$ cat config.mk
export PLATFORM = sky130hd
export DESIGN_NAME = i2c_master_write_sequencer
export DESIGN_NICKNAME = d
export VERILOG_FILES = /design/src/rtl/i2c_pkg.sv /design/src/rtl/i2c_bus_cond_gen.sv /design/src/rtl/i2c_master_write_sequencer.sv
export SDC_FILE = /design/constraint.sdc
export NUM_CORES = 1
export LEC_CHECK = 0
export CORE_ASPECT_RATIO = 0.8
export CORE_MARGIN = 4
export CORE_UTILIZATION = 48
export DETAILED_ROUTE_END_ITERATION = 10
export PLACE_DENSITY = 0.79
export SYNTH_ARGS = -nofsm -noshare
export SYNTH_HDL_FRONTEND = slang
export SYNTH_SLANG_ARGS = --single-unit
$ cat constraint.sdc
create_clock -name i_clk -period 2.1 [get_ports i_clk]
set_clock_uncertainty 0.2 [all_clocks]
set_input_delay 0.315 -clock i_clk [delete_from_list [all_inputs] [get_ports i_clk]]
set_output_delay 0.315 -clock i_clk [all_outputs]
set_load 0.005 [all_outputs]
$ cat src/rtl/i2c_pkg.sv
`default_nettype none
// +--------------------------------------------------------------------------+
// | i2c_pkg : shared state encoding and constants for the I2C write engine    |
// | Revision : 1.0                                                           |
// +--------------------------------------------------------------------------+
package i2c_pkg;

  localparam int unsigned I2C_LEN_W     = 8;
  localparam logic        I2C_WRITE_BIT = 1'b0;

  localparam int unsigned STATE_W = 4;
  localparam logic [STATE_W-1:0] S_IDLE    = 4'd0;
  localparam logic [STATE_W-1:0] S_START_A = 4'd1;
  localparam logic [STATE_W-1:0] S_START_B = 4'd2;
  localparam logic [STATE_W-1:0] S_LOAD    = 4'd3;
  localparam logic [STATE_W-1:0] S_WAIT    = 4'd4;
  localparam logic [STATE_W-1:0] S_FETCH   = 4'd5;
  localparam logic [STATE_W-1:0] S_STOP_A  = 4'd6;
  localparam logic [STATE_W-1:0] S_STOP_B  = 4'd7;
  localparam logic [STATE_W-1:0] S_STOP_C  = 4'd8;

endpackage
`default_nettype wire

$ cat src/rtl/i2c_bus_cond_gen.sv
`default_nettype none
// +--------------------------------------------------------------------------+
// | i2c_bus_cond_gen : START/STOP line levels and SCL-high wait qualifier;   |
// | I2C_STRETCH_TIMEOUT_EN adds a bounded wait with a timeout strobe.        |
// | Revision : 1.0                                                           |
// +--------------------------------------------------------------------------+
module i2c_bus_cond_gen
  import i2c_pkg::*;
`ifdef I2C_STRETCH_TIMEOUT_EN
#(
  parameter int unsigned STRETCH_TIMEOUT = 1024
)
`endif
(
`ifdef I2C_STRETCH_TIMEOUT_EN
  input  logic               i_clk,
  input  logic               i_rst,
  output logic               o_timeout,
`endif
  input  logic               i_tick,
  input  logic               i_scl,
  input  logic [STATE_W-1:0] i_state,
  output logic               o_scl,
  output logic               o_sda,
  output logic               o_step
);

  logic w_wait_high;

  assign w_wait_high = (i_state == S_START_A) || (i_state == S_STOP_B);
  assign o_step      = w_wait_high & i_tick & i_scl;

  // Sequencer-owned levels; during byte phases the byte controller owns the bus.
  always_comb begin
    o_scl = 1'b1;
    o_sda = 1'b1;
    case (i_state)
      S_START_B: begin o_scl = 1'b1; o_sda = 1'b0; end
      S_LOAD, S_WAIT, S_FETCH, S_STOP_A: begin o_scl = 1'b0; o_sda = 1'b0; end
      S_STOP_B, S_STOP_C: begin o_scl = 1'b1; o_sda = 1'b0; end
      default: begin o_scl = 1'b1; o_sda = 1'b1; end
    endcase
  end

`ifdef I2C_STRETCH_TIMEOUT_EN
  localparam int unsigned CNT_W = $clog2(STRETCH_TIMEOUT + 1);

  logic [CNT_W-1:0] cnt_q, cnt_d;
  logic             w_stretch_tick;

  assign w_stretch_tick = w_wait_high & i_tick & ~i_scl;
  assign o_timeout      = w_stretch_tick && (cnt_q == CNT_W'(STRETCH_TIMEOUT - 1));

  always_comb begin
    cnt_d = cnt_q;
    if (!w_wait_high)        cnt_d = '0;
    else if (w_stretch_tick) cnt_d = cnt_q + CNT_W'(1);
  end

  always_ff @(posedge i_clk or posedge i_rst) begin
    if (i_rst) cnt_q <= '0;
    else       cnt_q <= cnt_d;
  end
`endif

endmodule
`default_nettype wire

$ cat src/rtl/i2c_master_write_sequencer.sv
`default_nettype none
// +--------------------------------------------------------------------------+
// | i2c_master_write_sequencer : START, address+W, N data bytes, STOP.       |
// | Optional I2C_STRETCH_TIMEOUT_EN bounds SCL-high waits (adds o_timeout).  |
// | Revision : 1.0                                                           |
// +--------------------------------------------------------------------------+
module i2c_master_write_sequencer
  import i2c_pkg::*;
#(
  parameter int unsigned LEN_W = I2C_LEN_W
`ifdef I2C_STRETCH_TIMEOUT_EN
  , parameter int unsigned STRETCH_TIMEOUT = 1024
`endif
) (
  input  logic             i_clk,
  input  logic             i_rst,
  input  logic             i_tick,
  input  logic             i_cmd_valid,
  output logic             o_cmd_ready,
  input  logic [6:0]       i_addr,
  input  logic [LEN_W-1:0] i_len,
  input  logic             i_wr_valid,
  input  logic [7:0]       i_wr_data,
  output logic             o_wr_ready,
  output logic             o_byte_start,
  output logic [7:0]       o_byte_data,
  input  logic             i_byte_done,
  input  logic             i_byte_error,
  input  logic             i_scl,
  output logic             o_scl,
  output logic             o_sda,
  output logic             o_bus_sel,
  output logic             o_busy,
  output logic             o_done,
  output logic             o_nack
`ifdef I2C_STRETCH_TIMEOUT_EN
  , output logic           o_timeout
`endif
);

  logic [STATE_W-1:0] state_q, state_d;
  logic [6:0]         addr_q;
  logic [LEN_W-1:0]   rem_q;
  logic [7:0]         byte_q;
  logic               nack_flag_q;
  logic               done_q;
  logic               nack_q;
  logic               w_step;
  logic               w_timeout;

`ifdef I2C_STRETCH_TIMEOUT_EN
  logic timeout_q;

  i2c_bus_cond_gen #(.STRETCH_TIMEOUT(STRETCH_TIMEOUT)) u_cond (
    .i_clk    (i_clk),
    .i_rst    (i_rst),
    .o_timeout(w_timeout),
    .i_tick   (i_tick),
    .i_scl    (i_scl),
    .i_state  (state_q),
    .o_scl    (o_scl),
    .o_sda    (o_sda),
    .o_step   (w_step)
  );

  always_ff @(posedge i_clk or posedge i_rst) begin
    if (i_rst) timeout_q <= 1'b0;
    else       timeout_q <= w_timeout;
  end

  assign o_timeout = timeout_q;
`else
  assign w_timeout = 1'b0;

  i2c_bus_cond_gen u_cond (
    .i_tick (i_tick),
    .i_scl  (i_scl),
    .i_state(state_q),
    .o_scl  (o_scl),
    .o_sda  (o_sda),
    .o_step (w_step)
  );
`endif

  always_ff @(posedge i_clk or posedge i_rst) begin
    if (i_rst) state_q <= S_IDLE;
    else       state_q <= state_d;
  end

  always_comb begin
    state_d = state_q;
    case (state_q)
      S_IDLE:    if (i_cmd_valid) state_d = S_START_A;
      S_START_A: begin
        if (w_timeout)   state_d = S_IDLE;
        else if (w_step) state_d = S_START_B;
      end
      S_START_B: if (i_tick) state_d = S_LOAD;
      S_LOAD:    state_d = S_WAIT;
      // An error in the same cycle as done still ends the transfer as a NACK.
      S_WAIT: begin
        if (i_byte_error)     state_d = S_STOP_A;
        else if (i_byte_done) state_d = (rem_q == '0) ? S_STOP_A : S_FETCH;
      end
      S_FETCH:   if (i_wr_valid) state_d = S_LOAD;
      S_STOP_A:  if (i_tick) state_d = S_STOP_B;
      S_STOP_B: begin
        if (w_timeout)   state_d = S_IDLE;
        else if (w_step) state_d = S_STOP_C;
      end
      S_STOP_C:  if (i_tick) state_d = S_IDLE;
      default:   state_d = S_IDLE;
    endcase
  end

  always_ff @(posedge i_clk or posedge i_rst) begin
    if (i_rst) begin
      addr_q      <= '0;
      rem_q       <= '0;
      byte_q      <= '0;
      nack_flag_q <= 1'b0;
      done_q      <= 1'b0;
      nack_q      <= 1'b0;
    end else begin
      done_q <= 1'b0;
      nack_q <= 1'b0;
      case (state_q)
        S_IDLE: if (i_cmd_valid) begin
          addr_q      <= i_addr;
          rem_q       <= i_len;
          nack_flag_q <= 1'b0;
        end
        S_START_B: if (i_tick) byte_q <= {addr_q, I2C_WRITE_BIT};
        S_WAIT:    if (i_byte_error) nack_flag_q <= 1'b1;
        S_FETCH: if (i_wr_valid) begin
          byte_q <= i_wr_data;
          rem_q  <= rem_q - LEN_W'(1);
        end
        S_STOP_C: if (i_tick) begin
          done_q <= ~nack_flag_q;
          nack_q <= nack_flag_q;
        end
        default: ;
      endcase
    end
  end

  always_comb begin
    o_cmd_ready  = (state_q == S_IDLE);
    o_busy       = (state_q != S_IDLE);
    o_bus_sel    = (state_q == S_LOAD) || (state_q == S_WAIT) || (state_q == S_FETCH);
    o_byte_start = (state_q == S_LOAD);
    o_wr_ready   = (state_q == S_FETCH) && i_wr_valid;
    o_byte_data  = byte_q;
    o_done       = done_q;
    o_nack       = nack_q;
  end

endmodule
`default_nettype wire

---- Word level (Yosys, flattened, before mapping) ----
Index checks and enable logic that the tools add are counted.
W data, S select, Z words.
operators by class
  add/subtract/negate cells ............... 1
  eq/ne operators ......................... 17
  mux-type cells .......................... 26
  bitwise logic cells ..................... 3
  reductions and logical operators ........ 17
operator list
  cell                   number
  $mux W4                9
  $pmux W4 S9            1
  $mux W8                4
  $pmux W8 S2            2
  $eq A4 B3 Y1 const B   4
  $ne A2 B2 Y1 const B   6
  $reduce_and A3 Y1      3
  $eq A4 B2 Y1 const B   2
  $logic_not A8 Y1       1
  $mux W1                8
  $reduce_and A8 Y1      1
  $sub A8 B1 Y8 const B  1
  $reduce_or A7 Y1       1
  $reduce_bool A2 Y1     3
  $eq A4 B1 Y1 const B   1
  $eq A4 B4 Y1 const B   1
  $logic_not A4 Y1       1
  $ne A2 B1 Y1 const B   2
  $reduce_bool A4 Y1     1
  $reduce_or A4 Y1       1
  $logic_or A1 B1 Y1     3
  $ne A3 B3 Y1 const B   1
  $and A1 B1 Y1          2
  $mux W2                1
  4 further kinds        4
word-level totals
  flip-flop bits (word level) ............. 30
  input bits .............................. 31
  output and inout bits ................... 17
  logic and storage cells ................. 71

---- Longest topological paths before layout ----
  word-level depth ........................ 6
  depth in mapped cells ................... 7

---- By module ----
Synthesis repeated with hierarchy kept, for this count alone.
unflattened totals
  cells, all modules ...................... 192
  area total of the unflattened synthesis .. 1783.0 sq um
modules (own cells, without submodules)
  module                      times used  cells an instance  area an instance (sq um)  sequential area each (sq um)
  i2c_master_write_sequencer  1           182                1714.1                    750.7
  i2c_bus_cond_gen            1           10                 68.8                      0.0

---- Least setup slack after synthesis ----
No wires, ideal clock.
  path type ............................... register -> register
  start point ............................. register state_q[2]
  end point ............................... register rem_q[2]
  setup time .............................. 0.129 ns
  data arrival time ....................... 1.347 ns
  slack ................................... 0.424 ns
  stages on the path, launching flop included .. 7
  path buffers ............................ 2
  period minus slack after synthesis ...... 1.676 ns
  path through ............................ dfrtp_1 buf_2 nor4_4 a22oi_4 buf_2 o21ai_0 o21ai_0
between the ends
  cells in the longest elaborated chain, start to end .. 3
  elaborated cells between the ends (all ways) .. 7
  classes of those cells .................. eq/ne: 3; mux: 1; reduce/logical: 3
RTL lines
  what                                                                        line                               text
  start, declared                                                             i2c_master_write_sequencer.sv:41   logic [STATE_W-1:0] state_q, state_d;
  start signal, assigned                                                      i2c_master_write_sequencer.sv:87   else state_q <= state_d;
  $logic_not A4 Y1 (*)                                                        --
  named net o_cmd_ready                                                       i2c_master_write_sequencer.sv:19   output logic o_cmd_ready,
  $ne A2 B2 Y1 (no source line) / $reduce_bool A2 Y1 (equally long branches)  --
  $reduce_and A3 Y1 (no source line)                                          --
  end signal, assigned                                                        i2c_master_write_sequencer.sv:130  rem_q <= i_len;
  end signal, assigned                                                        i2c_master_write_sequencer.sv:137  rem_q <= rem_q - LEN_W'(1);
  end, declared                                                               i2c_master_write_sequencer.sv:43   logic [LEN_W-1:0] rem_q;
The timed path passes the listed nets; every way through them passes the cells marked *.
A chain may end at the register's enable or synchronous reset.

---- Worst setup path in the final report ----
  start point ............................. register state_q[0]
  end point ............................... output o_busy
between the ends
  cells in the longest elaborated chain, start to end .. 1
RTL lines
  what                line                               text
  $reduce_bool A4 Y1  i2c_master_write_sequencer.sv:150  o_busy = (state_q != S_IDLE);
  end, declared       i2c_master_write_sequencer.sv:33   output logic o_busy,
No other way between the ends.

==> results.toml <==
[layout]
area_delta_synth_final_pct = 49.4
fin_nets = 299
drive_gt1_share_pct = 24.7
seqCellArea_um2 = 754
fin_area_um2 = 2590
nFillCells = 239
antenna_cells = 0
multiInputGateArea_um2 = 913

[synth]
synth-seq-cells = 30
syn_area_per_cell_um2 = 9.21
synth.distinct_cells = 43
netlist_instances = 188
yosys_most_used_dff = "dfrtp_1"
seq_area_frac_synth_pct = 43.4
syn-cell-area_um2 = 1730
yosysWarnings = 0
ys_async_sr_fraction_pct = 100
synth_edf_count = 0
synth_nets = 221

[clock_network]
path_clk_slew_ns = 0.07
htree_levels = 2
cts_buffer_depth = 2
cts_sinks = 30
numCtsBuffers = 5
worstSkewPairLatency_ns = 0.29
tritoncts = "yes"
cts_root_buf = "clkbuf_8"

[floorplanning]
pin_count = 48
core_area_um2 = 3450
start_util_pct = 50.2
fp.dieH_um = 61.7
fp.dieArea_um2 = 4640
num_rows = 19
die_w_um = 75.2

[grt]
grt_first_pass_wirelength_mm = 7.31
overflow = 0
grt_max_degree = 31
track_usage_pct = 21.4
grt_antenna_before_repair = 0
grt_pass1_vias = 1598

[place]
gp_congestion = 0.913
dpl.hpwl_mm = 3.21
io_buffers = 47
postPlaceCellArea_um2 = 2350

[worst_setup_path]
critPathLaunchType = "flop"
crit_arrival_ns = 1.53
r2r_setup_slack_ns = 0.08
reg2reg_depth = 7
end_kind = "output port"
timing.rr.end = "rem_q[0]"
path_class = "flop to output port"
crit_fanout = 6
r2r_start = "state_q[0]"
crit_required_ns = 1.58

[run]
cap_viol_max_count = 0

[detailed_routing]
drc = 0
ant_nets = 0
wl_met3_um = 303
highest_layer = "met4"
viasPerCell = 5.60
drt_iter0_markers = 86
drt_first_pass_iters = 4
totalWireLength_mm = 4.70
drt-wirelength-per-cell_um = 15.2
via_count = 1731
wl_met1_mm = 2.12
dr_wl_met2_mm = 2.21

[pwr]
ir_worst_vdd_mv = 0.813
leakage_uw = 0.00117
powerDensity_nw_per_um2 = 1380

[timing]
maxSlewViolCount = 0
rsz0062_at_grt = "no"
finalSetupTns_ns = 0
worst_pin_slew_ns = 0.386
max_freq_mhz = 488
slew_headroom_pct = 74.2
setup_violations = 0
fin_crit_sh_pct = 97.6
hold_violations = 0
min_period_ns = 2.05

[status]
outcome = "finished, final reports clean"

[worst_hold_path]
hp-class = "primary input to async pin"
## cells in the mapped netlist, drive strengths merged (3+ instances only)
cell type | count | area share, %
dfrtp | 30 | 43
a22oi | 3 | 2.1
nand2 | 21 | 4.7
buf | 10 | 3.5
o21ai | 17 | 4.9
mux2 | 7 | 4.6
a31oi | 9 | 3.3
nor2 | 24 | 5.2
nor3 | 7 | 2.0
nand2b | 3 | 1.1
and3 | 4 | 1.4
inv | 6 | 1.3
a21oi | 11 | 3.8
nand3 | 3 | 0.87
## cell usage in the layout, fill, tap and decap left out, drive strengths merged, types with 4 or more instances in the layout
cell           count
clkdlybuf4s50     40
buf               37
dfrtp             30
nor2              24
nand2             21
o21ai             17
a21oi             11
a31oi              9
mux2               7
clkbuf             7
nor3               7
inv                6
and3               4
dlygate4sd2        4
## cell families (layout without fill, tap and decap cells)
family,after synthesis,in the layout,share of synthesized area [%]
AOI/OAI and AO/OA,50,50,19.2
xor gates and xnor gates,2,2,1.01
adders and majority gates,2,2,1.44
buffers and inverters,18,97,5.20
DFF,30,30,43.4
muxes,7,7,4.55
and+or+nand+nor,79,79,25.2
## per-stage QoR
stage | hold WS (ns) | std cells | setup slack [ns] | util, % | total power, uW
2_1_floorplan | 0.206 | 188 | 0.424 | - | 2110
3_3_place_gp | 0.285 | 285 | 0.0982 | 68.2 | 2810
3_5_place_dp | 0.294 | 285 | 0.0787 | 68.2 | 2860
4_1_cts | 0.219 | 307 | 0.00343 | 74.3 | 3540
5_1_grt | 0.253 | 309 | 0.00330 | 75.1 | 3840
6_report | 0.201 | 309 | 0.0506 | 75.1 | 3580
## timing repair
| action | CTS | global route |
|---|---|---|
| gates resized for setup | 16 | 6 |
| endpoints found under the setup margin | 7 | 5 |
| pin swaps | 3 | 2 |
| hold buffers | 0 | 0 |
| setup buffers | 14 | 2 |
## critical path: stages, from the launching register on
cell and delay, ns:
dfrtp_2 0.46, buf_6 0.14, nor4_4 0.31, inv_1 0.12, clkdlybuf4s15_1 0.22
## layout make-up
cell class / count / area share [%]
Multi-Input combinational cell: 140 / 35.3
Sequential cell: 30 / 29.2
Timing Repair Buffer: 83 / 29.1
Clock buffer: 7 / 3.34
Inverter: 6 / 0.870
Clock inverter: 1 / 0.193
Tap cell: 42 / 2.03
## per-layer routing
metal | vias to the layer above | GRT usage [%]
li1 | 829 | -
met1 | 841 | 29.6
met2 | 53 | 32.0
met3 | 8 | 6.59
met4 | 0 | 8.23
met5 | - | 0
## state kept, by name, indices dropped and copies added, names as in the netlist
signal and count:
o_done 1, o_byte_data 8, o_nack 1, addr_q 7, state_q 4, rem_q 8
nack_flag_q 1
## power by group
group	total, uW	internal [uW]	switching [uW]
Sequential	1080	847	230
Clock	486	264	222
Combinational	2010	1110	902
Total	3580	2220	1350
## worst max-delay path by stage
stage          startpoint      endpoint  slack [ns]  depth (start not counted)
6_report       state_q[0]        o_busy        0.05                          4
5_1_grt        state_q[0]        o_busy       0.003                          4
4_1_cts        state_q[2]         o_scl       0.003                          4
3_5_place_dp   state_q[2]  o_byte_start        0.08                          3
3_3_place_gp   state_q[2]  o_byte_start         0.1                          3
2_1_floorplan  state_q[2]      rem_q[2]        0.42                          6
Power figures use the tool's default switching activity.
